==> src/rtl/alu_op_arbiter.sv <==
// ============================================================================
// alu_op_arbiter: round-robin sharing of one multi-cycle ALU among NREQ requesters.
// Optional macro ALU_ARB_ILLEGAL_OPR_EN adds the err port.  Rev 1.0
// ============================================================================
`default_nettype none
`timescale 1ns/1ps

module alu_op_arbiter #(
   parameter int NREQ = 4,
   parameter int OPW  = 4,
   parameter int DW   = 16,
   parameter int CW   = 6
) (
   input  logic                 clock,
   input  logic                 reset,
   input  logic [NREQ-1:0]      req,
   input  logic [NREQ*OPW-1:0]  opr_in,
   output logic [NREQ-1:0]      gnt,
   output logic                 exec_start,
   output logic [OPW-1:0]       exec_opr,
   input  logic [DW-1:0]        exec_result,
   output logic [DW-1:0]        result_out,
   output logic [NREQ-1:0]      done,
`ifdef ALU_ARB_ILLEGAL_OPR_EN
   output logic                 err,
`endif
   output logic                 busy
);

   localparam int              IW       = (NREQ > 1) ? $clog2(NREQ) : 1;
   localparam logic [IW-1:0]   LAST_IDX = IW'(NREQ - 1);
   localparam logic [NREQ-1:0] ONE_HOT0 = NREQ'(1);

   typedef enum logic [1:0] {
      ST_IDLE  = 2'd0,
      ST_ISSUE = 2'd1,
      ST_WAIT  = 2'd2,
      ST_DONE  = 2'd3
   } state_t;

   state_t          state;
   state_t          state_nxt;
   logic [IW-1:0]   rr_ptr;
   logic [IW-1:0]   owner;
   logic [IW-1:0]   win_idx;
   logic [IW-1:0]   cand;
   logic            win_found;
   logic [OPW-1:0]  win_opr;
   logic [CW-1:0]   cnt;

   // Unlisted opcodes fall through to a single-cycle latency.
   function automatic logic [CW-1:0] op_latency(input logic [OPW-1:0] op);
      case (op)
         OPW'(2), OPW'(3):  op_latency = CW'(2);
         OPW'(4):           op_latency = CW'(6);
         OPW'(6):           op_latency = CW'(4);
         OPW'(9), OPW'(10): op_latency = CW'(38);
         default:           op_latency = CW'(1);
      endcase
   endfunction

`ifdef ALU_ARB_ILLEGAL_OPR_EN
   function automatic logic op_supported(input logic [OPW-1:0] op);
      case (op)
         OPW'(0), OPW'(1), OPW'(2), OPW'(3), OPW'(4),
         OPW'(6), OPW'(8), OPW'(9), OPW'(10): op_supported = 1'b1;
         default:                             op_supported = 1'b0;
      endcase
   endfunction
`endif

   // First active request at or after the rotating pointer, wrapping at NREQ.
   always_comb begin
      win_found = 1'b0;
      win_idx   = '0;
      cand      = '0;
      for (int k = 0; k < NREQ; k++) begin
         cand = IW'((int'(rr_ptr) + k) % NREQ);
         if (!win_found && req[cand]) begin
            win_found = 1'b1;
            win_idx   = cand;
         end
      end
   end

   always_comb begin
      win_opr = '0;
      for (int k = 0; k < NREQ; k++) begin
         if (IW'(k) == win_idx) begin
            win_opr = opr_in[k*OPW +: OPW];
         end
      end
   end

   always_ff @(posedge clock or negedge reset) begin
      if (!reset) begin
         state <= ST_IDLE;
      end else begin
         state <= state_nxt;
      end
   end

   always_comb begin
      state_nxt  = state;
      gnt        = '0;
      done       = '0;
      exec_start = 1'b0;
      busy       = (state != ST_IDLE);
`ifdef ALU_ARB_ILLEGAL_OPR_EN
      err        = 1'b0;
`endif
      case (state)
         ST_IDLE: begin
            if (win_found) begin
               state_nxt = ST_ISSUE;
            end
         end
         ST_ISSUE: begin
            gnt = ONE_HOT0 << owner;
`ifdef ALU_ARB_ILLEGAL_OPR_EN
            if (op_supported(exec_opr)) begin
               exec_start = 1'b1;
               state_nxt  = ST_WAIT;
            end else begin
               state_nxt  = ST_DONE;
            end
`else
            exec_start = 1'b1;
            state_nxt  = ST_WAIT;
`endif
         end
         ST_WAIT: begin
            if (cnt == CW'(1)) begin
               state_nxt = ST_DONE;
            end
         end
         ST_DONE: begin
            done = ONE_HOT0 << owner;
`ifdef ALU_ARB_ILLEGAL_OPR_EN
            err  = !op_supported(exec_opr);
`endif
            state_nxt = ST_IDLE;
         end
         default: state_nxt = ST_IDLE;
      endcase
   end

   // exec_opr stays frozen from the grant onwards, so later opr_in changes are ignored.
   always_ff @(posedge clock or negedge reset) begin
      if (!reset) begin
         rr_ptr     <= '0;
         owner      <= '0;
         exec_opr   <= '0;
         cnt        <= '0;
         result_out <= '0;
      end else begin
         case (state)
            ST_IDLE: begin
               if (win_found) begin
                  owner    <= win_idx;
                  exec_opr <= win_opr;
               end
            end
            ST_ISSUE: begin
               cnt <= op_latency(exec_opr);
            end
            ST_WAIT: begin
               cnt <= cnt - CW'(1);
               if (cnt == CW'(1)) begin
                  result_out <= exec_result;
               end
            end
            ST_DONE: begin
               rr_ptr <= (owner == LAST_IDX) ? '0 : owner + IW'(1);
            end
            default: ;
         endcase
      end
   end

endmodule

`default_nettype wire

==> config.mk <==
export PLATFORM = sky130hd
export DESIGN_NAME = alu_op_arbiter
export DESIGN_NICKNAME = d
export VERILOG_FILES = /design/src/rtl/alu_op_arbiter.sv
export SDC_FILE = /design/constraint.sdc
export NUM_CORES = 1
export LEC_CHECK = 0
export ABC_AREA = 1
export CAP_MARGIN = 20
export CORE_ASPECT_RATIO = 0.9
export CORE_UTILIZATION = 34
export CTS_CLUSTER_SIZE = 30
export DETAILED_ROUTE_END_ITERATION = 7
export GPL_ROUTABILITY_DRIVEN = 0
export HOLD_SLACK_MARGIN = 0.05
export PLACE_DENSITY = 0.74
export SYNTH_ARGS = -nofsm -noshare
export SYNTH_HDL_FRONTEND = slang
export SYNTH_SLANG_ARGS = --single-unit
export TNS_END_PERCENT = 10
==> constraint.sdc <==
create_clock -name clock -period 1.8 [get_ports clock]
set_clock_uncertainty 0.15 [all_clocks]
set_input_delay 0.36 -clock clock [delete_from_list [all_inputs] [get_ports clock]]
set_output_delay 0.36 -clock clock [all_outputs]
set_load 0.02 [all_outputs]
==> results of run 1 <==
## area by class of cell
cell class,count,area (um2),area share (%)
clock buffer,6,72.6,2.27
clock inverter,2,35.0,1.10
inverter,41,154,4.82
multi-input combinational,180,1160,36.5
sequential,32,803,25.2
tap,70,87.6,2.75
timing repair buffer,95,866,27.1
timing repair inverter,1,7.51,0.235
## sequential cells by signal, summed over array words and instances, names as in the netlist
register and flops:
result_out 16, cnt 6, exec_opr 4, owner 2, rr_ptr 2, state 2
## how the worst min path moves through the flow
stage,startpoint,end,cells after the start,slack [ns]
floorplan,reset,cnt[0],0,-0.09
global placement,result_out[15],result_out[15],1,0.34
detailed placement,result_out[11],result_out[11],1,0.34
CTS,reset,result_out[0],2,0.34
global route,reset,result_out[5],2,0.35
finish,reset,result_out[0],2,0.33
## critical path: stages, from the launching register on
cell,delay [ns]
dfrtp_2,0.46
clkinvlp_4,0.17
nand2_1,0.09
nand2_2,0.07
nand2_1,0.08
nand2_2,0.07
nand4_1,0.15
nand3_2,0.13
buf_4,0.17
o21bai_1,0.12
nand3_1,0.10
nand2_1,0.08
nand2_1,0.04
## cells in the mapped netlist, drive strengths merged
library cell  instances  share of area (%)
clkbuf                1               0.18
a41oi                 1               0.43
a21oi                 4               0.98
dfrtp                32                 39
nor3                  3               0.74
o211ai                1               0.37
mux2                 16                8.8
a31oi                 1               0.31
o21bai                1               0.37
xor2                  2               0.86
a21o                  1               0.37
nor3b                 1               0.37
clkinv                1               0.18
xnor2                 1               0.43
o2111ai               1               0.43
ha                   10                6.1
nand2                76                 15
a22oi                 1               0.37
inv                  40                7.4
buf                   2               0.80
nor2                 17                4.4
nand4                 2               0.92
o2bb2ai               1               0.43
o21ai                15                3.7
a211oi                1               0.37
nand3                22                6.4
## report_power, final
part / leakage (nW) / internal [W] / total, W / switching [W]
clock: 0.0552 / 0.000411 / 0.000681 / 0.000270
combinational: 1.22 / 0.00193 / 0.00422 / 0.00229
sequential: 0.384 / 0.00109 / 0.00137 / 0.000285
total: 1.66 / 0.00342 / 0.00627 / 0.00285
## layer usage
layer | vias up | wire length (um) | track usage [%]
met5 | - | 0 | 0
li1 | 1021 | - | -
met3 | 6 | 228 | 3.47
met2 | 51 | 2260 | 24.6
met4 | 0 | 60 | 5.27
met1 | 917 | 2380 | 20.9
## kinds of logic (layout without fill, tap and decap cells)
logic type,Yosys count,in the layout,share of synthesized area (%)
fa+ha+maj,10,10,6.13
flops,32,32,39.2
compound gates,28,28,8.09
buf+inv,44,145,8.52
simple gates,121,123,27.9
xor+xnor,3,3,1.29
mux,16,16,8.82
## per-stage QoR
| step | utilization (%) | hold slack (ns) | power (W) |
|---|---|---|---|
| 3_3_place_gp | 51.6 | 0.336 | 0.00514 |
| 4_1_cts | 54.1 | 0.339 | 0.00605 |
| 3_5_place_dp | 51.6 | 0.343 | 0.00521 |
| 5_1_grt | 55.7 | 0.353 | 0.00678 |
| 6_report | 55.7 | 0.328 | 0.00627 |
| 2_1_floorplan | - | -0.0856 | 0.00376 |
## what timing repair did
item                       CTS  global route
pin swaps                    7             6
gates cloned                 3             0
gates resized for setup     51            26
hold endpoints to repair     0             0
buffers inserted             2             5
setup endpoints to repair   21            43
==> summary.txt, run 1 <==
Run status
  – Status: finished with violations
  – Failing checks: negative setup slack

Final layout
  – N_diodes: 0
  – Most common cell after layout, fill and taps aside: nand2_1
  – Layout cell share with drive strength beyond 1: between 30 and 40%
  – Most frequent cells in the layout: nand2_1, clkdlybuf4s50_1, inv_1, dfrtp_1, buf_4
  – Design area: around 3200 um2
  – Final Net Count: slightly above 400
  – Layout Cells excl Fill: around 430
  – Layout area overhead: 56.3%
  – FILL cells: 512

Route
  – Wirelength per Cell: between 10 and 15 um
  – Drc violations: 0
  – Pre-antenna DRT Iters: 4
  – Vias post-DR: approximately 2.0k
  – Final antenna-violating net count: 0
  – Via density: ~4.7
  – Initial DRC count: 91
  – Routed wire length: slightly below 5000 um

Global route
  – GRT overflow: 0
  – Vias in the first global route: 1767
  – Largest net degree at the start of global routing: 33
  – Initial antenna violation count: 0
  – First-pass GRT wire length: between 7000 and 8000 um
  – Total track usage: between 15 and 20%

Synth
  – Post-Synthesis Cell Area: between 2000 and 2500 um2
  – Netlist cell types: 35
  – Syn Inst Count: approximately 250
  – Synth warn: 0
  – Avg Inst Size Synth: 8.04 um2
  – Syn nets: around 300
  – Part of the Yosys area used for sequential elements: roughly two fifths
  – Post-synthesis register bit count: 32

STA
  – Final setup vio count: 8
  – Final setup TNS: -0.974 ns
  – RSZ-0062 raised after global routing: true
  – Slew headroom: between 70% and 80%
  – Slew Limit Fails: 0
  – Maximum clock frequency: ~500 MHz
  – Worst Max-Slew Pin Slew: about 0.41 ns
  – Final worst slack: -0.196 ns
  – Final Cycle Share: 111%
  – Period minus WS final: approximately 2.0 ns
  – Final hold viol count: 0

Die
  – Row cnt: 26
  – Core area: between 5000 and 6000 um2
  – Initial Util: a little over a third
  – Die height: 75.5 um
  – Die ar.: roughly 6300 um2
  – Die W: ~84 um
  – Num ports: between 60 and 70

Worst setup path
  – Reg-to-reg endpoint: exec_opr[2]
  – Crit path arrival time: approximately 2 ns
  – Critical path class: flip-flop to flip-flop
  – Startpoint Class: flip-flop
  – Reg-to-Reg Start: rr_ptr[0]
  – Worst Path Max Fanout: 7
  – Crit path to: exec_opr[2]
  – Worst R2R Path Depth: 12
  – Required time of the critical path: between 1.5 and 2 ns
  – CP endpoint kind: flip-flop
  – Worst Setup SP: rr_ptr[0]
  – Reg-to-reg slack, setup: -0.20 ns

CTS
  – CTS tree: yes
  – Clock Pin Slew Worst Setup and Hold Paths: around 0.070 ns
  – Clock Tree Root: clkbuf_8
  – Worst skew pair latency: 0.29 ns
  – Clk sinks: 32
  – Number of hold buffers added after cts: 0
  – Clk buf depth: 2
  – TritonCTS Buffers: 5
  – H-tree levels: 2

Pwr
  – Lkg Pwr: roughly 1.7 nW
  – Maximum VDD drop: between 0.0008 and 0.0009 V
  – Pwr per Cell Area: just under 2000 nW/um2

Job
  – MaxCap Viol Count: 0

Placed design
  – Placed inst area: around 3000 um2
  – Place WS: -0.466 ns
  – Detailed Place HPWL: 3520 um
  – Placed Cells: between 400 and 500
  – Port Buffers: 67

Hold path
  – Min-Delay Path Class: primary input to async pin
Note: power is estimated with default switching activity, not from simulation.
==> run 2: changes to the inputs <==
--- a/config.mk
+++ b/config.mk
@@ -8,12 +8,13 @@
 export ABC_AREA = 1
 export CAP_MARGIN = 20
 export CORE_ASPECT_RATIO = 0.9
-export CORE_UTILIZATION = 34
+export CORE_UTILIZATION = 35
+export CTS_BUF_LIST = sky130_fd_sc_hd__clkbuf_2
 export CTS_CLUSTER_SIZE = 30
 export DETAILED_ROUTE_END_ITERATION = 7
 export GPL_ROUTABILITY_DRIVEN = 0
 export HOLD_SLACK_MARGIN = 0.05
-export PLACE_DENSITY = 0.74
+export PLACE_DENSITY = 0.75
 export SYNTH_ARGS = -nofsm -noshare
 export SYNTH_HDL_FRONTEND = slang
 export SYNTH_SLANG_ARGS = --single-unit
==> run 2 against run 1 <==
Net effect: the run still ends with negative setup slack left; clock power is 54% lower; count of clock-buffer cells in the layout unchanged; fmax is essentially flat; wire length is 3.8% lower; worst setup slack got worse by 0.0018 ns; worst hold slack got worse by 0.090 ns; critical path depth grew 1; via count decreased by 0.15%; critical path type unchanged; highest routed layer unchanged.
==> summary.txt, run 2 (synthesized netlist as in run 1, its figures left out) <==
Route
  – Final antenna-violating net count: 0 (unchanged)
  – Wirelength per Cell: 11.1 um (-3.3%)
  – Routed wire length: 4740 um (-3.8%)
  – Vias post-DR: 1992 (-0.15%)
  – Via density: 4.69 (+0.32%)
  – Pre-antenna DRT Iters: 5 (+1)
  – Drc violations: 0 (unchanged)
  – Initial DRC count: 120 (+32%)

Placed design
  – Placed inst area: 2960 um2 (unchanged)
  – Port Buffers: 67 (unchanged)
  – Detailed Place HPWL: 3550 um (+0.94%)
  – Placed Cells: 409 (unchanged)

STA
  – Slew headroom: 72.7% (-0.18 points)
  – Slew Limit Fails: 0 (unchanged)
  – Final hold viol count: 0 (unchanged)
  – Final setup TNS: -1.02 ns (-0.0469 ns)
  – Period minus WS final: 2.00 ns (+0.00184 ns)
  – Final worst slack: -0.198 ns (-0.00184 ns)
  – Worst Max-Slew Pin Slew: 0.409 ns (+0.00275 ns)
  – RSZ-0062 raised after global routing: true
  – Final Cycle Share: 111% (about the same)
  – Final setup vio count: 6 (-2)
  – Maximum clock frequency: 501 MHz (about the same)

CTS
  – TritonCTS Buffers: 5 (unchanged)
  – CTS tree: yes
  – Clk buf depth: 2 (unchanged)
  – Clock Pin Slew Worst Setup and Hold Paths: 0.15 ns (+0.08 ns)
  – Clock Tree Root: clkbuf_2
  – H-tree levels: 2 (unchanged)
  – Worst skew pair latency: 0.35 ns (+0.06 ns)
  – Clk sinks: 32 (unchanged)

Final layout
  – FILL cells: 534 (+4.3%)
  – Max FFs per register: 16 (unchanged)
  – Layout Cells excl Fill: 425 (-0.47%)
  – Design area: 3120 um2 (-2.3%)
  – Biggest register: result_out
  – Layout cell share with drive strength beyond 1: 30.1% (-0.39 points)
  – Most frequent cells in the layout: nand2_1, clkdlybuf4s50_1, dfrtp_1, inv_1, buf_4
  – Layout area overhead: 52.6%
  – Most common cell after layout, fill and taps aside: nand2_1
  – Final Net Count: 403 (-0.25%)
  – Fin util: 55.1% (-0.66 points)
  – Largest regs: result_out x16, cnt x6, exec_opr x4
  – N_diodes: 0 (unchanged)

Die
  – Die W: 82.5 um (-1.4%)
  – Num ports: 68 (unchanged)
  – Die ar.: 6140 um2 (-2.8%)
  – Initial Util: 36.1% (+0.41 points)
  – Core area: 5660 um2 (-1.1%)
  – Row cnt: 26 (unchanged)
  – Die height: 74.5 um (-1.4%)

Worst setup path
  – Worst Path Max Fanout: 10 (+3)
  – Worst-path cell chain: inv_4, nand2_1, nand2_2, nand2_1, o21ai_1, nand3_2, nand2_2, nand2_4, buf_6, nand3_1, nand3_2, nand2_2, nand2_1
  – Startpoint Class: flip-flop
  – Crit path arrival time: 2.11 ns (+0.09 ns)
  – Critical path class: flip-flop to flip-flop
  – Largest stage delay, worst path: 0.51 ns (+0.05 ns)
  – Critical-path top delay cell: dfrtp_2
  – Required time of the critical path: 1.91 ns (+0.08 ns)
  – CP endpoint kind: flip-flop

Global route
  – GRT overflow: 0 (unchanged)
  – Initial antenna violation count: 0 (unchanged)
  – First-pass GRT wire length: 7250 um (-7.6%)
  – Largest net degree at the start of global routing: 33 (unchanged)
  – Total track usage: 15.3% (-0.065 points)
  – Vias in the first global route: 1757 (-0.57%)

Hold path
  – Min-Delay Path Class: primary input to async pin

Pwr
  – Lkg Pwr: 1.61 nW (-3.1%)
  – Maximum VDD drop: 0.000906 V (+1.8%)
  – Pwr per Cell Area: 1880 nW/um2 (-4.3%)

Run status
  – Status: finished with violations
  – Failing checks: negative setup slack

Job
  – MaxCap Viol Count: 0 (unchanged)
==> run 2: metal layers <==
metal	wire, um	global-route usage, %	up-vias	share of wire [%]
met5	0	0	-	0
met4	53	5.94	0	1.1
met3	150	2.70	7	3.2
met2	2240	23.8	51	47
met1	2290	21.2	910	48
li1	-	-	1024	-
==> run 2: cell type report <==
type                    instances  area (um2)  area share (%)
clock buffers                   6        30.0           0.963
clock inverters                 1        5.00           0.161
inverters                      41         156            5.02
multi-input cells             178        1130            36.4
flip-flops and latches         32         802            25.7
well taps                      70        87.6            2.81
repair buffers                 97         902            28.9
==> run 2: what timing repair did <==
action	in CTS	in global routing
hold buffers	0	0
setup endpoints to repair	38	30
pin swaps	3	10
setup buffers	2	7
gates resized for setup	79	30
==> run 2: through the flow <==
| stage | setup WS [ns] | total power (W) | hold WS [ns] |
|---|---|---|---|
| 2_1_floorplan | 0.0736 | 0.00376 | -0.0856 |
| 3_3_place_gp | -0.413 | 0.00512 | 0.335 |
| 3_5_place_dp | -0.460 | 0.00521 | 0.341 |
| 4_1_cts | -0.156 | 0.00545 | 0.223 |
| 5_1_grt | -0.348 | 0.00639 | 0.251 |
| 6_report | -0.198 | 0.00587 | 0.239 |
==> run 2: critical path: cells and delay by family, from the launching register on <==
kind	cells	cell delay [ns]
AO/OA/AOI/OAI	1	0.14
buffers and inverters	2	0.27
flip-flops	1	0.51
AND/OR/NAND/NOR	10	0.85
==> run 2: where the power goes <==
part           switching, W  leakage, nW  internal [W]  total (W)
Combinational       0.00229         1.19       0.00193    0.00422
Clock              0.000221       0.0288     0.0000928   0.000313
Sequential         0.000256        0.385       0.00108    0.00134
Total               0.00277         1.61       0.00310    0.00587
==> run 2: final timing paths <==
kind / from / endpoint / slack (ns) / depth (start not counted)
setup / recovery: rr_ptr[0] / exec_opr[2] / -0.20 / 13
hold / removal: reset / result_out[3] / 0.24 / 2
setup reg to reg: rr_ptr[0] / exec_opr[2] / -0.20 / 13
hold reg to reg: result_out[14] / result_out[14] / 0.37 / 1
max in group asynchronous: reset / rr_ptr[0] / 0.94 / 2
min in group clock: result_out[14] / result_out[14] / 0.37 / 1
==> run 3: changes to the inputs <==
--- a/config.mk
+++ b/config.mk
@@ -7,9 +7,9 @@
 export LEC_CHECK = 0
 export ABC_AREA = 1
 export CAP_MARGIN = 20
-export CORE_ASPECT_RATIO = 0.9
+export CORE_ASPECT_RATIO = 1.4
 export CORE_UTILIZATION = 35
-export CTS_BUF_LIST = sky130_fd_sc_hd__clkbuf_2
+export CTS_BUF_LIST = sky130_fd_sc_hd__clkbuf_8 sky130_fd_sc_hd__clkbuf_16
 export CTS_CLUSTER_SIZE = 30
 export DETAILED_ROUTE_END_ITERATION = 7
 export GPL_ROUTABILITY_DRIVEN = 0
==> constraint.sdc (replaced) <==
create_clock -name clock -period 1.8 [get_ports clock]
set_clock_uncertainty 0.15 [all_clocks]
set_input_delay 0.27 -clock clock [delete_from_list [all_inputs] [get_ports clock]]
set_output_delay 0.27 -clock clock [all_outputs]
set_load 0.02 [all_outputs]
==> run 3 against run 2 <==
Net effect: the flow still finishes with violations (negative setup slack); global-route usage is 1.8 points higher; first-iteration DRC count is 53% lower; combinational power is 5.7% lower; total power is 1.2% higher; sequential share of layout area is 0.37 points higher; core utilization is 0.15 points higher; sequential power hardly changed; non-clock buffer count is 11 lower; cell area is 1.4% lower; critical endpoint is now exec_opr[3].
==> summary.txt, run 3 (synthesized netlist as in run 1, its figures left out) <==
Pwr
  – Lkg Pwr: 1.56 nW (-2.9%)
  – Pwr per Cell Area: 1930 nW/um2 (+2.6%)
  – Maximum VDD drop: 0.000971 V (+7.1%)

Global route
  – First-pass GRT wire length: 8010 um (+11%)
  – Total track usage: 17.0% (+1.8 points)
  – GRT overflow: 0 (unchanged)
  – Vias in the first global route: 1972 (+12%)
  – Largest net degree at the start of global routing: 26 (-21%)
  – Initial antenna violation count: 0 (unchanged)

Final layout
  – Area occupied by multi-input gates: 1110 um2 (-1.8%)
  – N_diodes: 0 (unchanged)
  – Layout cell share with drive strength beyond 1: 24.9% (-5.2 points)
  – Most common cell after layout, fill and taps aside: nand2_1
  – Layout area overhead: 50.5%
  – Biggest register: result_out
  – Fin util: 55.2% (+0.15 points)
  – Register area: 802 um2 (unchanged)
  – Largest regs: result_out x16, cnt x6, exec_opr x4
  – Max FFs per register: 16 (unchanged)
  – Most frequent cells in the layout: nand2_1, clkdlybuf4s50_1, inv_1, dfrtp_1
  – Final Net Count: 393 (-2.5%)
  – FILL cells: 532 (-0.37%)

Hold path
  – Min-Delay Path Class: primary input to async pin

Route
  – Drc violations: 0 (unchanged)
  – Vias post-DR: 2009 (+0.85%)
  – Routed wire length: 4970 um (+4.9%)
  – Pre-antenna DRT Iters: 4 (-1)
  – Wirelength per Cell: 12.0 um (+8.0%)
  – Final antenna-violating net count: 0 (unchanged)
  – Initial DRC count: 57 (-53%)
  – Via density: 4.86 (+3.8%)

Die
  – Die height: 92.4 um (+24%)
  – Core area: 5570 um2 (-1.7%)
  – Row cnt: 32 (+23%)
  – Num ports: 68 (unchanged)
  – Initial Util: 36.7% (+0.62 points)
  – Die W: 66.6 um (-19%)
  – Die ar.: 6150 um2 (about the same)

STA
  – Slew Limit Fails: 0 (unchanged)
  – Final hold viol count: 0 (unchanged)
  – Hold Worst Slack: 0.137 ns (-0.102 ns)
  – Worst Max-Slew Pin Slew: 0.423 ns (+0.0138 ns)
  – Final Cycle Share: 105% (-5.6 points)
  – Maximum clock frequency: 527 MHz (+5.3%)
  – Final worst slack: -0.0973 ns (+0.100 ns)
  – Final setup TNS: -0.326 ns (+0.695 ns)
  – RSZ-0062 raised after global routing: true
  – Slew headroom: 71.7% (-1.0 points)
  – Final setup vio count: 4 (-2)
  – Period minus WS final: 1.90 ns (-0.100 ns)

Placed design
  – Detailed Place HPWL: 3850 um (+8.5%)
  – Port Buffers: 67 (unchanged)

Worst setup path
  – CP endpoint kind: flip-flop
  – Crit path arrival time: 1.97 ns (-0.14 ns)
  – Reg-to-reg slack, setup: -0.1 ns (+0.10 ns)
  – Critical path class: flip-flop to flip-flop
  – Worst Path Max Fanout: 5 (-5)
  – Required time of the critical path: 1.87 ns (-0.04 ns)
  – Startpoint Class: flip-flop

CTS
  – Clk buf depth: 2 (unchanged)
  – TritonCTS Buffers: 5 (unchanged)
  – Worst skew pair latency: 0.28 ns (-0.07 ns)
  – Clock Tree Root: clkbuf_8
  – Number of hold buffers added after cts: 0 (unchanged)
  – H-tree levels: 2 (unchanged)
  – Clock Pin Slew Worst Setup and Hold Paths: 0.06 ns (-0.09 ns)
  – Clk sinks: 32 (unchanged)
  – CTS tree: yes

Job
  – MaxCap Viol Count: 0 (unchanged)

Run status
  – Status: finished with violations
  – Failing checks: negative setup slack
run 3: cell types whose count changed in the layout (fill, tap and decap cells not counted), sizes merged, moves of 3 or more:
cell | before | now
dlygate4sd2 | 20 | 1
clkbuf | 6 | 10
clkdlybuf4s50 | 37 | 54
clkdlybuf4s15 | 0 | 3
buf | 40 | 23
run 3: worst max-delay path: stages, from the launching register on:
cell     delay [ns]
dfrtp_2        0.45
buf_4          0.15
nand2_1        0.06
nand2_1        0.08
nand2_1        0.08
nand2_2        0.06
nand4_1        0.11
nand3_2        0.12
buf_4          0.16
nor2_4         0.13
nand2_1        0.07
nand3_1        0.09
nand2_1        0.05
nand2_1        0.06
run 3: stage by stage:
step / instance area [um2] / setup WS, ns / power [W] / std cells
after CTS: 3070 / -0.0885 / 0.00587 / 411
after global routing: 3070 / -0.265 / 0.00640 / 413
after floorplan: 2050 / 0.0736 / 0.00376 / 254
final: 3070 / -0.0973 / 0.00593 / 413
after global placement: 2940 / -0.322 / 0.00513 / 404
after detailed placement: 2940 / -0.370 / 0.00522 / 404
run 3: worst paths after layout:
check / depth (start not counted) / start / end
max in group asynchronous: 2 / reset / rr_ptr[0]
worst max register to register: 13 / rr_ptr[0] / exec_opr[3]
worst min register to register: 1 / result_out[8] / result_out[8]
worst min-delay path: 1 / reset / result_out[13]
min in group clock: 1 / result_out[8] / result_out[8]
worst max-delay path: 13 / rr_ptr[0] / exec_opr[3]
run 3: area by class of cell:
cell class,instances,area share [%]
well taps,68,2.77
multi-input cells,179,36.2
clock buffers,7,3.14
flip-flops and latches,32,26.1
inverters,41,5.21
repair buffers,86,26.5
run 3: layer usage:
metal	part of all wire, %	GRT usage [%]
met1	38	16.4
met4	2.3	8.16
met5	0	0
met3	5.0	3.57
met2	55	32.7
run 3: what timing repair did:
| item | 4_1_cts | 5_1_grt |
|---|---|---|
| setup endpoints to repair | 19 | 37 |
| cloned | 0 | 1 |
| setup buffers | 0 | 1 |
| gates resized for setup | 36 | 15 |
| pin swaps | 0 | 1 |
run 3: where the power goes:
group	switching, W	internal, W	total [W]
clock network	0.000255	0.000340	0.000595
logic	0.00218	0.00180	0.00398
registers	0.000277	0.00109	0.00136
total	0.00271	0.00322	0.00593
